[src/rtl/layer_priority_scheduler_pkg.sv]
// Shared constants and types for the layer priority scheduler.
package layer_pkg;

    localparam int NUM_LAYERS_DEF = 16;

    // Layer slots as wired by the game's drawing blocks
    localparam int L_MISSILE1 = 0;
    localparam int L_TANK1    = 1;
    localparam int L_MISSILE2 = 2;
    localparam int L_TANK2    = 3;
    localparam int L_BRICK    = 4;
    localparam int L_ELECTION = 5;
    localparam int L_BUFF1    = 6;
    localparam int L_BUFF2    = 7;
    localparam int L_BUFF3    = 8;
    localparam int L_BUFF4    = 9;
    localparam int L_DIGIT1   = 10;
    localparam int L_DIGIT2   = 11;
    localparam int L_DIGIT3   = 12;
    localparam int L_DIGIT4   = 13;

    // RUN: table clean; DIRTY: pending differs, waiting for frame start;
    // COMMIT: single cycle in which pending is copied to active
    typedef enum logic [1:0] {RUN, DIRTY, COMMIT} cfg_state_t;

    typedef logic [$clog2(NUM_LAYERS_DEF)-1:0] rank_t;

endpackage

[src/rtl/layer_priority_scheduler_min_select.sv]
// Picks the eligible layer with the smallest rank; equal ranks resolve to
// the lowest layer index because only a strictly smaller rank replaces
// the current best.
module layer_min_select
    import layer_pkg::*;
#(
    parameter int N  = NUM_LAYERS_DEF,
    parameter int LW = (N > 1) ? $clog2(N) : 1
) (
    input  logic [N-1:0]         elig,
    input  logic [N-1:0][LW-1:0] ranks,
    output logic [LW-1:0]        win,
    output logic                 found
);

    logic [LW-1:0] best;

    // Ascending-index scan for the minimum rank among eligible layers
    always_comb begin
        win   = '0;
        best  = '0;
        found = 1'b0;
        for (int i = 0; i < N; i++) begin
            if (elig[i] && (!found || (ranks[i] < best))) begin
                win   = LW'(i);
                best  = ranks[i];
                found = 1'b1;
            end
        end
    end

endmodule

[src/rtl/layer_priority_scheduler.sv]
// Per-pixel layer arbiter with a frame-synchronous reprogrammable rank
// table and frame-counter driven blinking.
module layer_priority_scheduler
    import layer_pkg::*;
#(
    parameter int  NUM_LAYERS   = NUM_LAYERS_DEF,
    parameter int  BLINK_FRAMES = 16,
    localparam int LW           = (NUM_LAYERS > 1) ? $clog2(NUM_LAYERS) : 1
) (
    input  logic                    clk,
    input  logic                    resetN,
    input  logic                    startOfFrame,
    input  logic [NUM_LAYERS-1:0]   drawReq,
    input  logic [NUM_LAYERS*8-1:0] layerRGB,
    input  logic [7:0]              backGroundRGB,
    input  logic                    cfgValid,
    output logic                    cfgReady,
    input  logic [LW-1:0]           cfgLayer,
    input  logic [LW-1:0]           cfgRank,
    input  logic [NUM_LAYERS-1:0]   blinkMask,
    output logic [7:0]              rgbOut,
    output logic [LW-1:0]           selLayer,
    output logic                    selValid,
    output logic                    blinkPhase
);

    localparam int FCW = (BLINK_FRAMES > 1) ? $clog2(BLINK_FRAMES) : 1;

    cfg_state_t                    state, state_nxt;
    logic [NUM_LAYERS-1:0][LW-1:0] rank_act, rank_pend;
    logic [FCW-1:0]                frame_cnt;
    logic                          accept;
    logic                          layer_ok;
    logic [NUM_LAYERS-1:0]         elig;
    logic [LW-1:0]                 win;
    logic                          found;

    assign cfgReady = (state != COMMIT);
    assign accept   = cfgValid & cfgReady;
    // Out-of-range indices only exist for non-power-of-2 layer counts
    assign layer_ok = (int'(cfgLayer) < NUM_LAYERS);
    assign elig     = drawReq & ~(blinkMask & {NUM_LAYERS{blinkPhase}});

    // Config FSM state register
    always_ff @(posedge clk or negedge resetN) begin
        if (!resetN) state <= RUN;
        else         state <= state_nxt;
    end

    // Next state: a write coinciding with frame start commits immediately
    always_comb begin
        state_nxt = state;
        unique case (state)
            RUN:     if (accept) state_nxt = startOfFrame ? COMMIT : DIRTY;
            DIRTY:   if (startOfFrame) state_nxt = COMMIT;
            COMMIT:  state_nxt = RUN;
            default: state_nxt = RUN;
        endcase
    end

    // Rank tables: writes land in pending, active follows only on COMMIT
    always_ff @(posedge clk or negedge resetN) begin
        if (!resetN) begin
            for (int i = 0; i < NUM_LAYERS; i++) begin
                rank_pend[i] <= LW'(i);
                rank_act[i]  <= LW'(i);
            end
        end else begin
            if (accept && layer_ok) rank_pend[cfgLayer] <= cfgRank;
            if (state == COMMIT)    rank_act <= rank_pend;
        end
    end

    // Frame counter; phase flips as the counter wraps
    always_ff @(posedge clk or negedge resetN) begin
        if (!resetN) begin
            frame_cnt  <= '0;
            blinkPhase <= 1'b0;
        end else if (startOfFrame) begin
            if (frame_cnt == FCW'(BLINK_FRAMES - 1)) begin
                frame_cnt  <= '0;
                blinkPhase <= ~blinkPhase;
            end else begin
                frame_cnt  <= frame_cnt + FCW'(1);
            end
        end
    end

    layer_min_select #(.N(NUM_LAYERS), .LW(LW)) u_min_select (
        .elig  (elig),
        .ranks (rank_act),
        .win   (win),
        .found (found)
    );

    // Registered pixel output; background when no layer is eligible
    always_ff @(posedge clk or negedge resetN) begin
        if (!resetN) begin
            rgbOut   <= '0;
            selLayer <= '0;
            selValid <= 1'b0;
        end else if (found) begin
            rgbOut   <= layerRGB[{win, 3'b000} +: 8];
            selLayer <= win;
            selValid <= 1'b1;
        end else begin
            rgbOut   <= backGroundRGB;
            selLayer <= '0;
            selValid <= 1'b0;
        end
    end

endmodule

[config.mk]
export PLATFORM = sky130hd
export DESIGN_NAME = layer_priority_scheduler
export DESIGN_NICKNAME = d
export VERILOG_FILES = /design/src/rtl/layer_priority_scheduler_pkg.sv /design/src/rtl/layer_priority_scheduler_min_select.sv /design/src/rtl/layer_priority_scheduler.sv
export SDC_FILE = /design/constraint.sdc
export NUM_CORES = 1
export LEC_CHECK = 0
export ABC_AREA = 1
export BUFFER_PORTS_ARGS = -buffer_cell sky130_fd_sc_hd__buf_2
export CORE_MARGIN = 2
export CORE_UTILIZATION = 35
export CTS_CLUSTER_SIZE = 16
export DETAILED_ROUTE_END_ITERATION = 6
export GPL_TIMING_DRIVEN = 0
export PLACE_DENSITY_LB_ADDON = 0.2
export SETUP_SLACK_MARGIN = 0.2
export SLEW_MARGIN = 20
export SYNTH_ARGS = -nofsm -noshare
export SYNTH_HDL_FRONTEND = slang
export SYNTH_SLANG_ARGS = --single-unit
[constraint.sdc]
create_clock -name clk -period 32.6 [get_ports clk]
set_input_delay 6.52 -clock clk [delete_from_list [all_inputs] [get_ports clk]]
set_output_delay 6.52 -clock clk [all_outputs]
set_load 0.05 [all_outputs]
Word level (Yosys, flattened, before mapping):

Index checks and enable logic that the tools add are counted.

* input port bits: 180
* word-level logic and storage cells: 174
* register bits after elaboration: 148

* add/sub/neg operators: 1
* shift-type cells: 1
* equal/unequal tests: 6
* $lt $le $gt $ge: 17
* mux-type cells: 57
* bitwise gates (word level): 5
* reductions and logical operators: 49

Operators by type and width (number)
* variable part select 128 x 8 -> 8 bit: 1
* 2-to-1 mux 4 bit: 26
* bitwise mux 64 bit: 1
* less-than comparator 4 bit: 15
* AND 16 bit: 2
* 2-to-1 mux 1 bit: 18
* demux 4 bit (select 4 bit): 1
* logical AND 1 bit: 16
* inverter 16 bit: 1
* zero test 1 bit: 15
* logical OR 1 bit: 15
* 2-to-1 mux 3 bit: 4
* 2-to-1 mux 2 bit: 5
* 2-to-1 mux 8 bit: 1
* != test 2 bit (second input constant): 3
* less-than comparator 4 x 5 -> 1 bit (second input constant): 1
* adder 4 x 1 -> 4 bit (second input constant): 1
* == test 4 bit (second input constant): 1
* greater-or-equal comparator 4 x 1 -> 1 bit (second input constant): 1
* case mux 2 bit (2 select lines): 1
* AND reduction 2 bit: 2
* == test 2 x 1 -> 1 bit (second input constant): 1
* == test 2 bit (second input constant): 1
* zero test 2 bit: 1
* 2 further kinds: 2

Depth between registers and ports, before layout:

* depth in word-level cells: 66
* gate-level depth with buffers: 150
* depth with buffers taken out: 146

By module:

Synthesis repeated with hierarchy kept, for this count alone.

* cells, all modules: 1259
* area total of the unflattened synthesis: 9455.3 um^2

By module, submodules not included
* layer_priority_scheduler: seq. area each 3783.6 um^2, area each 6936.7 um^2, cells an instance 752, instances 1
* layer_min_select: seq. area each 0.0 um^2, area each 2518.7 um^2, cells an instance 507, instances 1

Least setup slack after synthesis:

OpenSTA, ideal clock, no wires.

* path type: in2reg
* start point: in blinkMask[0]
* end point: reg rgbOut[5]
* library setup time: 0.118 ns
* path slack: 12.417 ns
* stages on the path: 123
* buffers on the path: 3
* required time: 32.482 ns
* data arrival time: 20.064 ns
* path through: nand2_2 -> nand2_1 -> inv_2 -> nand2_1 -> ha_1 -> a21oi_1 -> nand2_1 -> nand2_2 -> nand2_4 -> o21ai_0 -> ha_1 -> a21oi_1 -> nand2_1 -> nand2_2 -> nand2_4 -> o21ai_0 -> ha_1 -> a21oi_1 -> (+87 left out) -> buf_6 -> nand2_1 -> o21ai_0 -> ha_1 -> a21oi_1 -> nand2_1 -> nand2_1 -> nand2_4 -> nand2_2 -> buf_6 -> buf_8 -> nand2_1 -> nand3_1 -> nand3_1 -> nand3_1 -> nand2_1 -> nand2_1 -> nand2_1

* longest elaborated chain between the ends: 66
* elaborated cells between the ends (all ways): 111

RTL lines
* start, declared: line layer_priority_scheduler.sv:20 `input logic [NUM_LAYERS-1:0] blinkMask,`
* AND 16 bit (*): line layer_priority_scheduler.sv:42 `assign elig = drawReq & ~(blinkMask & {NUM_LAYERS{blinkPhase}});`
* inverter 16 bit (*): line layer_priority_scheduler.sv:42
* AND 16 bit (*): line layer_priority_scheduler.sv:42
* 2-to-1 mux 4 bit / 2-to-1 mux 1 bit (equally long branches): line layer_priority_scheduler_min_select.sv:24 `if (elig[i] && (!found || (ranks[i] < best))) begin`
* less-than comparator 4 bit / zero test 1 bit (equally long branches): line layer_priority_scheduler_min_select.sv:24
* logical OR 1 bit: line layer_priority_scheduler_min_select.sv:24
* logical AND 1 bit: line layer_priority_scheduler_min_select.sv:24
* 2-to-1 mux 4 bit / 2-to-1 mux 1 bit (equally long branches): line layer_priority_scheduler_min_select.sv:24
* (+50 left out)
* logical AND 1 bit: line layer_priority_scheduler_min_select.sv:24
* 2-to-1 mux 4 bit / 2-to-1 mux 1 bit (equally long branches): line layer_priority_scheduler_min_select.sv:24
* less-than comparator 4 bit / zero test 1 bit (equally long branches): line layer_priority_scheduler_min_select.sv:24
* logical OR 1 bit: line layer_priority_scheduler_min_select.sv:24
* logical AND 1 bit: line layer_priority_scheduler_min_select.sv:24
* 2-to-1 mux 4 bit: line layer_priority_scheduler_min_select.sv:24
* variable part select 128 x 8 -> 8 bit: line layer_priority_scheduler.sv:103 `rgbOut <= layerRGB[{win, 3'b000} +: 8];`
* 2-to-1 mux 8 bit (*): line layer_priority_scheduler.sv:102 `end else if (found) begin`
* end signal, assigned: line layer_priority_scheduler.sv:103
* end signal, assigned: line layer_priority_scheduler.sv:107 `rgbOut <= backGroundRGB;`
* end, declared: line layer_priority_scheduler.sv:21 `output logic [7:0] rgbOut,`

Every way passes the cells marked *; elsewhere a longest branch is shown, timed or not.
A chain may end at the register's enable or synchronous reset.

Worst setup path after layout:

* start point: in blinkMask[0]
* end point: reg rgbOut[7]

Same word-level chain as after synthesis.

==> impl_metrics.tcl <==
set metrics [dict create \
    grt_max_degree 83 \
    layout_common_cells "nand2_1, nand3_1, buf_2" \
    muxShareOfSynthArea 0.0361 \
    syn_area_um2 9990 \
    cts.path.max_buffers 2 \
    maxSlewViolCount 0 \
    synth_top_family_by_area "simple AND/OR/NAND/NOR gates" \
    post_drt_wl_per_cell_um 14.6 \
    port_buffers 193 \
    status "complete, no violations" \
    dr.pass1.iters 7 \
    track_usage 0.197 \
    setup_tns_ns 0 \
    grt_pass1_vias 9203 \
    clk_latency_ns 0.42 \
    antenna_left 0 \
    cts_buffers 17 \
    fmax_mhz 44.4 \
    cp-end-kind "flop" \
    die-width_um 173 \
    synth_xor_area_frac 0.000877 \
    ys_types 37 \
    drtIter0Drc 681 \
    antenna_found_initial 2 \
    path_max_fanout 10 \
    dieArea_um2 29900 \
    synth-adder-area-share 0.0376 \
    h-tree-depth 4 \
    cp-start-kind "input port" \
    post_cts_hold_buffer_count 0 \
    hold_path_class "reg2reg" \
    grt_overflow 0 \
    rsz0062_at_grt "no" \
    cts-root-buf "clkbuf_16" \
    synth_compound_area_frac 0.0769 \
    synth_area_per_cell_um2 7.14 \
    synth_fp_nets 1610 \
    drv_cap 0 \
    worst_slew_pin_slew_ns 0.772 \
    final_net_count 1823 \
    seq_area_um2 3780 \
    hold_violations 0 \
    fin_crit_ns 22.51 \
    synth_simple_gate_area_share 0.364 \
    arrival_ns 22.86 \
    drcViolationCount 0 \
    syn2layout_area_growth_pct 20.8 \
    yosys_register_bits 148 \
    crit_required_ns 32.95 \
    drt-total-wl_um 29300 \
    num_io_pins 195 \
    grt_pass1_wl_um 47600 \
    multi_input_area_um2 5150 \
    vias_per_cell 4.79 \
    gp_congestion 0.872 \
    syn_inst 1400 \
    fin_crit_sh 0.691 \
    seq_area_frac_synth 0.379 \
    slowest_stage "a21oi_1" \
    cts_tree "done" \
    rows 61 \
    worst-setup-path-type "in2reg" \
    core_area_um2 27900 \
    dr_total_vias 9608 \
    cts_sinks 148 \
    layout_commonest_cell "nand2_1" \
    layout-drive-gt1-share 0.268 \
    initial_core_util 0.358 \
    nFillCells 2990 \
    finClkSkew_ns 0.0117 \
    max_stage_delay_ns 0.49 \
    setup-violations-final 0 \
    slew_headroom 0.485 \
    die_h_um 173 \
    synth-warning-count 0 \
    hpwl_um 22800 \
    cts.clk_slew.worst_paths_ns 0.06 \
    holdWs_ns 0.482 \
    post_cts_resized 0 \
    cts_setup_buffers 0 \
]
[area by class of cell]
cell class | count | share of cell area
Tap cell | 378 | 0.0392
Clock buffer | 22 | 0.0393
Sequential cell | 148 | 0.314
Timing Repair Buffer | 194 | 0.0832
Antenna cell | 2 | 0.000415
Inverter | 183 | 0.0593
Multi-Input combinational cell | 1021 | 0.427
Buffer | 48 | 0.0283
Clock inverter | 10 | 0.00995
[sequential cells by signal, indices dropped and copies added, names as in the netlist]
signal,count
selValid,1
state,2
selLayer,4
rgbOut,8
frame_cnt,4
blinkPhase,1
rank_pend,64
rank_act,64
[layer usage]
metal	GRT usage	vias to the layer above	wire length [um]
li1	-	4894	-
met1	0.279	4416	14100
met2	0.315	274	13400
met3	0.0317	24	1440
met4	0.0498	0	407
met5	0	-	0
[metrics by stage]
step	utilization	std cells	cell area (um^2)	worst slack, ns
global route	0.432	2006	12100	8.23
floorplan	-	1400	9990	12.42
finish	0.432	2006	12100	10.09
detailed placement	0.411	1972	11500	9.57
CTS	0.432	2004	12100	9.94
global placement	0.409	1971	11400	9.77
[Yosys cell counts]
library cell	number	share of area
nand2_4	21	0.024
inv_1	168	0.063
buf_8	6	0.0090
buf_2	6	0.0030
inv_2	9	0.0034
nand4_1	2	0.0013
o21ai_0	94	0.047
ha_1	30	0.038
nor2_1	69	0.026
buf_6	6	0.0068
or2_2	1	0.00063
inv_8	1	0.0011
xor2_1	1	0.00088
nor3_1	3	0.0015
nand4_4	1	0.0021
mux2_2	32	0.036
o21ai_1	1	0.00050
a21boi_1	1	0.00075
bufinv_8	1	0.0018
clkinv_4	1	0.00088
o21bai_1	8	0.0060
dfstp_2	64	0.17
inv_4	1	0.00063
nand3_1	222	0.11
buf_4	10	0.0075
nand2_1	440	0.17
dfrtp_1	84	0.21
buf_1	3	0.0011
a21boi_0	2	0.0015
clkinv_1	2	0.00075
nor2_2	1	0.00063
clkbuf_4	1	0.00075
nor3b_1	1	0.00075
nand3_2	1	0.0010
clkbuf_1	16	0.0060
a21oi_1	42	0.021
nand2_2	48	0.030
[critical path: cells and delay by family]
| family | cells | cell delay, ns |
|---|---|---|
| adders and majority gates | 15 | 4.51 |
| and+or+nand+nor | 58 | 4.67 |
| AOI/OAI and AO/OA | 28 | 5.47 |
| buffers and inverters | 22 | 1.70 |
[worst paths after layout]
kind	start	endpoint	slack, ns	depth (start not counted)
max in group asynchronous	resetN	rank_act[61]	25.71	2
min in group asynchronous	resetN	rank_act[5]	6.08	1
setup reg to reg	blinkPhase	rgbOut[7]	15.73	123
hold reg to reg	rank_pend[5]	rank_pend[5]	0.48	2
setup / recovery	blinkMask[0]	rgbOut[7]	10.09	123
hold / removal	rank_pend[5]	rank_pend[5]	0.48	2
[kinds of logic (layout without fill, tap and decap cells)]
logic type      Yosys count  in the layout
other cells               0              2
buf+inv                 231            457
fa+ha+maj                30             30
flops                   148            148
simple gates            810            810
mux                      32             32
xor+xnor                  1              1
compound gates          148            148
Power is left out: the tool's default activity adds up to more than one toggle a clock period on the data nets, which glitch-free logic cannot reach.
